===== src/rtl/cmos_cap_pkg.sv =====
// Shared types and constants for the CMOS camera capture block.
package cmos_cap_pkg;

  localparam int CNT_W = 12;

  typedef enum logic [1:0] {
    WAIT_INIT = 2'd0,
    SKIP      = 2'd1,
    ACTIVE    = 2'd2
  } state_e;

  // Counters stick at all-ones instead of wrapping back to a plausible value.
  function automatic logic [CNT_W-1:0] sat_inc(input logic [CNT_W-1:0] v);
    return (&v) ? v : v + 1'b1;
  endfunction

endpackage


===== src/rtl/cmos_capture_if.sv =====
// Camera-side inputs and pixel-side outputs of cmos_capture, one bundle.
interface cmos_capture_if;
  logic        init_done;
  logic        cam_vsync;
  logic        cam_href;
  logic [7:0]  cam_data;
  logic [15:0] pix_data;
  logic        pix_valid;
  logic        frame_start;
  logic        frame_done;
  logic        line_err;
  logic        frame_err;

  modport master (
    output init_done, cam_vsync, cam_href, cam_data,
    input  pix_data, pix_valid, frame_start, frame_done, line_err, frame_err
  );

  modport slave (
    input  init_done, cam_vsync, cam_href, cam_data,
    output pix_data, pix_valid, frame_start, frame_done, line_err, frame_err
  );
endinterface


===== src/rtl/edge_det.sv =====
// Single-polarity edge detector: compares a signal with its one-cycle-delayed copy.
module edge_det #(
  parameter bit RISING = 1'b1
) (
  input  logic clk,
  input  logic rst,
  input  logic sig,
  output logic pulse
);

  logic sig_dly_d, sig_dly_q;

  always_comb sig_dly_d = sig;

  // NOTE: sequential state uses non-blocking assignments so every flop samples pre-edge values.
  always_ff @(posedge clk or posedge rst) begin
    if (rst) sig_dly_q <= 1'b0;
    else     sig_dly_q <= sig_dly_d;
  end

  assign pulse = RISING ? (sig & ~sig_dly_q) : (~sig & sig_dly_q);

endmodule


===== src/rtl/cmos_capture.sv =====
// Captures 8-bit camera bytes into RGB565 pixels, skipping start-up frames and flagging malformed lines/frames.
module cmos_capture
  import cmos_cap_pkg::*;
#(
  parameter int WAIT_FRAME = 10,
  parameter int H_PIXEL    = 1024,
  parameter int V_PIXEL    = 768
) (
  input  logic           cam_pclk,
  input  logic           rst,
  cmos_capture_if.slave  cam
);

  localparam logic [CNT_W-1:0] WAIT_CNT = CNT_W'(WAIT_FRAME);
  localparam logic [CNT_W-1:0] H_CNT    = CNT_W'(H_PIXEL);
  localparam logic [CNT_W-1:0] V_CNT    = CNT_W'(V_PIXEL);

  state_e           state_d, state_q;
  logic             vs_d, vs_q, href_d, href_q;
  logic [7:0]       data_d, data_q, byte0_d, byte0_q;
  logic [CNT_W-1:0] skip_cnt_d, skip_cnt_q, pix_cnt_d, pix_cnt_q, line_cnt_d, line_cnt_q;
  logic             tog_d, tog_q;
  logic [15:0]      pix_data_d, pix_data_q;
  logic             pix_valid_d, pix_valid_q, frame_start_d, frame_start_q;
  logic             frame_done_d, frame_done_q, line_err_d, line_err_q, frame_err_d, frame_err_q;
  logic             vs_rise, hs_fall;
  logic [CNT_W-1:0] skip_inc;
  logic             skip_done;

  edge_det #(.RISING(1'b1)) u_vs_edge (.clk(cam_pclk), .rst(rst), .sig(vs_q),   .pulse(vs_rise));
  edge_det #(.RISING(1'b0)) u_hs_edge (.clk(cam_pclk), .rst(rst), .sig(href_q), .pulse(hs_fall));

  assign skip_inc  = sat_inc(skip_cnt_q);
  // A zero skip count still enters ACTIVE on the first frame boundary.
  assign skip_done = (skip_inc >= WAIT_CNT);

  always_ff @(posedge cam_pclk or posedge rst) begin
    if (rst) begin
      state_q       <= WAIT_INIT;
      vs_q          <= 1'b0;
      href_q        <= 1'b0;
      data_q        <= '0;
      byte0_q       <= '0;
      skip_cnt_q    <= '0;
      pix_cnt_q     <= '0;
      line_cnt_q    <= '0;
      tog_q         <= 1'b0;
      pix_data_q    <= '0;
      pix_valid_q   <= 1'b0;
      frame_start_q <= 1'b0;
      frame_done_q  <= 1'b0;
      line_err_q    <= 1'b0;
      frame_err_q   <= 1'b0;
    end else begin
      state_q       <= state_d;
      vs_q          <= vs_d;
      href_q        <= href_d;
      data_q        <= data_d;
      byte0_q       <= byte0_d;
      skip_cnt_q    <= skip_cnt_d;
      pix_cnt_q     <= pix_cnt_d;
      line_cnt_q    <= line_cnt_d;
      tog_q         <= tog_d;
      pix_data_q    <= pix_data_d;
      pix_valid_q   <= pix_valid_d;
      frame_start_q <= frame_start_d;
      frame_done_q  <= frame_done_d;
      line_err_q    <= line_err_d;
      frame_err_q   <= frame_err_d;
    end
  end

  always_comb begin
    state_d = state_q;
    if (!cam.init_done) begin
      state_d = WAIT_INIT;
    end else begin
      case (state_q)
        WAIT_INIT: state_d = SKIP;
        SKIP:      if (vs_rise && skip_done) state_d = ACTIVE;
        default:   state_d = state_q;
      endcase
    end
  end

  always_comb begin
    // NOTE: every comb output gets a default first, so no path can infer a latch.
    vs_d          = cam.cam_vsync;
    href_d        = cam.cam_href;
    data_d        = cam.cam_data;
    byte0_d       = byte0_q;
    skip_cnt_d    = skip_cnt_q;
    pix_cnt_d     = pix_cnt_q;
    line_cnt_d    = line_cnt_q;
    tog_d         = tog_q;
    pix_data_d    = pix_data_q;
    pix_valid_d   = 1'b0;
    frame_start_d = 1'b0;
    frame_done_d  = 1'b0;
    line_err_d    = line_err_q;
    frame_err_d   = frame_err_q;

    if (!cam.init_done) begin
      tog_d = 1'b0;
    end else begin
      case (state_q)
        WAIT_INIT: skip_cnt_d = '0;
        SKIP: begin
          if (vs_rise) begin
            skip_cnt_d = skip_inc;
            if (skip_done) begin
              frame_start_d = 1'b1;
              pix_cnt_d     = '0;
              line_cnt_d    = '0;
              tog_d         = 1'b0;
              line_err_d    = 1'b0;
              frame_err_d   = 1'b0;
            end
          end
        end
        ACTIVE: begin
          // Frame boundary wins over any same-cycle line end.
          if (vs_rise) begin
            frame_start_d = 1'b1;
            frame_err_d   = (line_cnt_q != V_CNT);
            pix_cnt_d     = '0;
            line_cnt_d    = '0;
            tog_d         = 1'b0;
            line_err_d    = 1'b0;
          end else if (href_q) begin
            tog_d = ~tog_q;
            if (!tog_q) begin
              byte0_d = data_q;
            end else begin
              pix_data_d  = {byte0_q, data_q};
              pix_valid_d = 1'b1;
              pix_cnt_d   = sat_inc(pix_cnt_q);
            end
          end else if (hs_fall) begin
            if (pix_cnt_q != H_CNT || tog_q) line_err_d = 1'b1;
            line_cnt_d   = sat_inc(line_cnt_q);
            pix_cnt_d    = '0;
            tog_d        = 1'b0;
            frame_done_d = (line_cnt_d == V_CNT) && (line_cnt_q != V_CNT);
          end
        end
        default: ;
      endcase
    end
  end

  assign cam.pix_data    = pix_data_q;
  assign cam.pix_valid   = pix_valid_q;
  assign cam.frame_start = frame_start_q;
  assign cam.frame_done  = frame_done_q;
  assign cam.line_err    = line_err_q;
  assign cam.frame_err   = frame_err_q;

endmodule


===== src/flat_wrapper.sv =====
// flat-port wrapper written by rule: the top's interface ports become plain ports
module cmos_capture_flat import cmos_cap_pkg::*;
#(
  parameter int WAIT_FRAME = 10,
  parameter int H_PIXEL    = 1024,
  parameter int V_PIXEL    = 768
)
  (cam_pclk, rst, cam_init_done, cam_cam_vsync, cam_cam_href, cam_cam_data, cam_pix_data, cam_pix_valid, cam_frame_start, cam_frame_done, cam_line_err, cam_frame_err);
  cmos_capture_if cam_i ();
  input  logic cam_pclk;
  input  logic rst;
  input wire logic [$bits(cam_i.init_done)-1:0] cam_init_done;
  input wire logic [$bits(cam_i.cam_vsync)-1:0] cam_cam_vsync;
  input wire logic [$bits(cam_i.cam_href)-1:0] cam_cam_href;
  input wire logic [$bits(cam_i.cam_data)-1:0] cam_cam_data;
  output wire logic [$bits(cam_i.pix_data)-1:0] cam_pix_data;
  output wire logic [$bits(cam_i.pix_valid)-1:0] cam_pix_valid;
  output wire logic [$bits(cam_i.frame_start)-1:0] cam_frame_start;
  output wire logic [$bits(cam_i.frame_done)-1:0] cam_frame_done;
  output wire logic [$bits(cam_i.line_err)-1:0] cam_line_err;
  output wire logic [$bits(cam_i.frame_err)-1:0] cam_frame_err;
  assign cam_i.init_done = cam_init_done;
  assign cam_i.cam_vsync = cam_cam_vsync;
  assign cam_i.cam_href = cam_cam_href;
  assign cam_i.cam_data = cam_cam_data;
  assign cam_pix_data = cam_i.pix_data;
  assign cam_pix_valid = cam_i.pix_valid;
  assign cam_frame_start = cam_i.frame_start;
  assign cam_frame_done = cam_i.frame_done;
  assign cam_line_err = cam_i.line_err;
  assign cam_frame_err = cam_i.frame_err;
  cmos_capture #(.WAIT_FRAME(WAIT_FRAME), .H_PIXEL(H_PIXEL), .V_PIXEL(V_PIXEL)) u_core (.cam_pclk(cam_pclk), .rst(rst), .cam(cam_i));
endmodule

===== config.mk =====
export PLATFORM = sky130hd
export DESIGN_NAME = cmos_capture_flat
export DESIGN_NICKNAME = d
export VERILOG_FILES = /design/src/rtl/cmos_cap_pkg.sv /design/src/rtl/cmos_capture_if.sv /design/src/rtl/edge_det.sv /design/src/rtl/cmos_capture.sv /design/src/flat_wrapper.sv
export SDC_FILE = /design/constraint.sdc
export NUM_CORES = 1
export LEC_CHECK = 0
export ABC_CLOCK_PERIOD_IN_PS = 3900
export BUFFER_PORTS_ARGS = -buffer_cell sky130_fd_sc_hd__buf_2
export CAP_MARGIN = 20
export CORE_ASPECT_RATIO = 1.4
export CORE_MARGIN = 10
export CORE_UTILIZATION = 50
export CTS_CLUSTER_DIAMETER = 150
export DETAILED_ROUTE_END_ITERATION = 6
export PLACE_DENSITY = 0.68
export SETUP_SLACK_MARGIN = 0.5
export SKIP_LAST_GASP = 1
export SYNTH_ARGS = -nofsm -noshare
export SYNTH_HDL_FRONTEND = slang
export SYNTH_SLANG_ARGS = --single-unit

===== constraint.sdc =====
create_clock -name cam_pclk -period 3.9 [get_ports cam_pclk]
set_clock_uncertainty 0.15 [all_clocks]
set_input_delay 0.78 -clock cam_pclk [delete_from_list [all_inputs] [get_ports cam_pclk]]
set_output_delay 0.78 -clock cam_pclk [all_outputs]
set_load 0.02 [all_outputs]

==> results.txt <==
----------------------------------------------------
[Routing]
  Wire length on met1 ... 3855 um
  ANT nets after route ... 0
  DR WL met3 ... 392 um
  Vias per std cell ... 5.874
  Drc violations ... 0
  Drt wl/cell ... around 15 um
  Total routed wirelength ... 9093 um
  Highest routed layer ... met4
  Total iterations of the first detailed-routing run ... 5
  Vias after detailed routing ... around 3500
  DR WL met2 ... 4601 um
  Drt initial violations ... 187

[Worst hold path]
  Cells on Worst Hold Path ... 0
  Hold path endpoint ... u_core.u_vs_edge.sig_dly_q
  Source of the worst hold timing path ... u_core.vs_q
  Type of the tightest min-delay check ... register to register

[Pwr]
  Sw Share ... 0.2524
  Relative contribution of sequential cells to total power ... 0.456
  Internal power consumption ... 1.435 mW
  Clock network power share ... 0.444
  Combinational cell fraction of total power ... 0.100
  Switching component of the power ... 484.5 uW
  Static leakage ... 2.106 nW
  Ratio of total power to cell area ... 413.6 nW/um2
  Worst vdd rail ir drop ... 0.0002836 V

[Placement]
  Placed cell area ... 4337 um2
  Placer's final routability congestion estimate ... 0.8773
  Detailed-placement wirelength estimate ... between 6000 and 7000 um
  Minimum setup slack after placement ... 0.8189 ns
  IO Port Bufs ... 33

[Layout]
  Leading cell type in the layout, fill and taps excluded ... sky130_fd_sc_hd__nand2_1
  Area of combinational cells with multiple inputs ... 1951 um2
  Number of antenna repair diodes ... 0
  Register cell area after layout ... about 2000 um2
  Top library cells by usage in the layout, fill and taps aside ... sky130_fd_sc_hd__nand2_1, sky130_fd_sc_hd__dfrtp_1, sky130_fd_sc_hd__nor2_1, sky130_fd_sc_hd__buf_2, sky130_fd_sc_hd__a21oi_1
  Share of final-layout standard cells stronger than drive strength 1 ... 0.1487
  Filler Cell Count ... about 750
  Fraction of the core area covered by cells at the end of the flow ... 0.5729
  Design area ... 4641 um2
  # nets final ... about 510
  Area Overhead vs Synth ... 12.63%

[Floorplan]
  DIE AREA ... 12320 um2
  Number of placed I/O pins ... 34
  Starting density of the core ... 0.5087
  Die extent in x ... 96.72 um
  DIE HEIGHT ... 127.4 um
  Site Rows ... 39
  Core outline area ... 8100 um2

[Clock network]
  Number of clock sinks ... 80
  Number of buffers added by the clock tree synthesis step ... 9
  Number of setup buffers added after CTS ... 0
  Clock tree from TritonCTS ... done
  Skew-Pair Late Insertion Delay ... 0.33 ns
  Number of levels in the clock H-tree ... 3
  Clock transition at the register clock pins on the worst setup and hold paths after CTS ... 0.06 ns
  Post-CTS resize count ... 0
  Number of buffers between clock root and the deepest sink ... 2
  Master cell of the clock root buffer ... sky130_fd_sc_hd__clkbuf_16
  Hold Buf Count CTS ... 0

[Setup path]
  RR Startpoint ... u_core.skip_cnt_q[0]
  Slowest stage cell, crit path ... sky130_fd_sc_hd__a221oi_4
  Element type at the critical path start ... register
  Crit path cell chain ... ha_1 > inv_1 > or4_4 > a31oi_4 > a21oi_2 > a221oi_4 > nand2_1 > a22o_1
  Worst flop-to-flop path endpoint ... u_core.line_cnt_q[1]
  Start-to-end type of the worst setup path ... register to register
  Longest individual stage delay on the worst path ... 0.66 ns
  Worst-path fanout max ... 19
  CP endpoint kind ... register
  Worst-case register-to-register setup slack ... 0.83 ns
  Signal arrival time at the worst endpoint ... 3.14 ns
  Count of buffering cells on the critical path with inverters included ... 1
  Required time reported for the critical path endpoint ... a little under 4 ns
  R2r worst-path depth ... 8
  Category of cells accounting for the largest share of critical-path delay ... compound AO/OA/AOI/OAI gates

[Synth]
  Mapped Avg Cell Area ... 8.976 um2
  Portion of the post-synthesis area used by sequential elements ... 0.4859
  Post-synthesis instance total ... 459
  Flip-flop and latch count after synthesis ... 80
  Async SR Flop Fraction ... 1.000
  Top cell type's share of synthesized area ... 0.4859
  Post-synthesis instance area ... around 4000 um2
  Total nets after synthesis ... 480
  Largest area contributor in the synthesized netlist ... sky130_fd_sc_hd__dfrtp_1
  Ranking of synthesized cells by area ... sky130_fd_sc_hd__dfrtp_1, sky130_fd_sc_hd__nand2_1, sky130_fd_sc_hd__a21oi_1, sky130_fd_sc_hd__o21ai_0, sky130_fd_sc_hd__nor2_1
  Ys Warns ... 0
  Most used flip-flop cell after synthesis ... sky130_fd_sc_hd__dfrtp_1
  Count of distinct cell types in the synthesized netlist ... 57
  Post-synth EDFFs ... 0

[STA]
  Setup Viol. Count Final ... 0
  Worst-Margin Slew ... 0.7411 ns
  Worst rel slew slack ... 0.5060
  Final period util ... 0.7879
  Final Max Tran Viols ... 0
  Final setup margin ... 0.8270 ns
  Final hold violations ... 0
  Minimum hold slack ... 0.2578 ns
  Min Tclk post-route ... 3.073 ns
  Setup repair after global routing missed its margin ... false
  Post-route setup TNS ... 0 ns
  Maximum clock frequency ... 325.4 MHz

[GRT]
  Global-route usage over all layers ... 0.1483
  Pin count of the biggest net entering global routing ... 30
  Number of global-route vias before repair ... ~3300
  Global-route wire length before repair ... 15530 um
  Remaining Overflow, GRT ... 0
  Number of antenna violations at the first check in global routing ... 0

[Flow run]
  Max-capacitance violation count ... 0

[Status]
  Status ... finished, final reports clean

----------------------------------------------------
cells by family (layout without fill, tap and decap cells):
group                    count (synthesis)  after routing  share of synthesized area
buffers and inverters                   37             69                    0.04069
adder cells (fa/ha/maj)                  8              8                    0.02429
flip-flops                              80             80                     0.4859
AO/OA/AOI/OAI                          105            105                     0.1688
AND/OR/NAND/NOR                        216            216                     0.2469
multiplexers                            10             10                    0.02703
XOR/XNOR                                 3              3                   0.006378
per-layer routing:
layer | vias to the layer above | global-route usage
met5 | - | 0
met4 | 0 | 0.07746
met3 | 22 | 0.03290
met2 | 98 | 0.2535
met1 | 1661 | 0.1694
li1 | 1702 | -
state kept, by name, indices dropped and copies added (netlist names):
register                    flops
u_core.byte0_q                  8
u_core.cam.frame_done           1
u_core.cam.frame_err            1
u_core.cam.frame_start          1
u_core.cam.line_err             1
u_core.cam.pix_data            16
u_core.cam.pix_valid            1
u_core.data_q                   8
u_core.href_q                   1
u_core.line_cnt_q              12
u_core.pix_cnt_q               12
u_core.skip_cnt_q              12
u_core.state_q                  2
u_core.tog_q                    1
u_core.u_hs_edge.sig_dly_q      1
u_core.u_vs_edge.sig_dly_q      1
u_core.vs_q                     1
worst max path at each step:
| stage | from | to | cells past startpoint |
|---|---|---|---|
| 5_1_grt | u_core.skip_cnt_q[0] | u_core.line_cnt_q[1] | 8 |
| 3_5_place_dp | u_core.skip_cnt_q[0] | u_core.line_cnt_q[1] | 8 |
| 3_3_place_gp | u_core.skip_cnt_q[0] | u_core.line_cnt_q[1] | 8 |
| 6_report | u_core.skip_cnt_q[0] | u_core.line_cnt_q[1] | 8 |
| 2_1_floorplan | rst | u_core.byte0_q[0] | 1 |
| 4_1_cts | u_core.skip_cnt_q[0] | u_core.line_cnt_q[1] | 8 |
synth_stat cells (3+ instances only):
cell type / number
sky130_fd_sc_hd__a211oi_1: 3
sky130_fd_sc_hd__a21oi_1: 31
sky130_fd_sc_hd__a31oi_1: 9
sky130_fd_sc_hd__and3_1: 4
sky130_fd_sc_hd__and4_1: 4
sky130_fd_sc_hd__buf_2: 5
sky130_fd_sc_hd__clkbuf_1: 11
sky130_fd_sc_hd__dfrtp_1: 80
sky130_fd_sc_hd__ha_1: 8
sky130_fd_sc_hd__inv_1: 15
sky130_fd_sc_hd__mux2_2: 9
sky130_fd_sc_hd__nand2_1: 93
sky130_fd_sc_hd__nand3_1: 20
sky130_fd_sc_hd__nand3b_1: 3
sky130_fd_sc_hd__nand4_1: 7
sky130_fd_sc_hd__nor2_1: 37
sky130_fd_sc_hd__nor2b_1: 6
sky130_fd_sc_hd__nor3_1: 14
sky130_fd_sc_hd__nor4_1: 6
sky130_fd_sc_hd__o21a_1: 4
sky130_fd_sc_hd__o21ai_0: 28
sky130_fd_sc_hd__o31ai_1: 6
sky130_fd_sc_hd__o41ai_1: 4
sky130_fd_sc_hd__or3_1: 9
stage by stage:
stage / std cells / power [mW]
after floorplan: 459 / 1.029
after global placement: 577 / 1.079
after detailed placement: 577 / 1.083
after CTS: 593 / 1.938
after global routing: 593 / 2.000
final: 593 / 1.919
power groups by stage:
stage | Sequential [mW] | Combinational [mW] | Clock [mW]
3_3_place_gp | 0.889 | 0.190 | 0
3_5_place_dp | 0.891 | 0.191 | 0
5_1_grt | 0.878 | 0.215 | 0.907
6_report | 0.876 | 0.192 | 0.852
4_1_cts | 0.876 | 0.193 | 0.869
2_1_floorplan | 0.891 | 0.138 | 0
cell type report:
| class | count | share of cell area |
|---|---|---|
| Sequential cell | 80 | 0.4314 |
| Multi-Input combinational cell | 342 | 0.4203 |
| Clock buffer | 10 | 0.05150 |
| Timing Repair Buffer | 37 | 0.04206 |
| Tap cell | 102 | 0.02750 |
| Clock inverter | 6 | 0.01402 |
| Inverter | 16 | 0.01321 |
No activity file was read; power rests on OpenSTA's default activity.
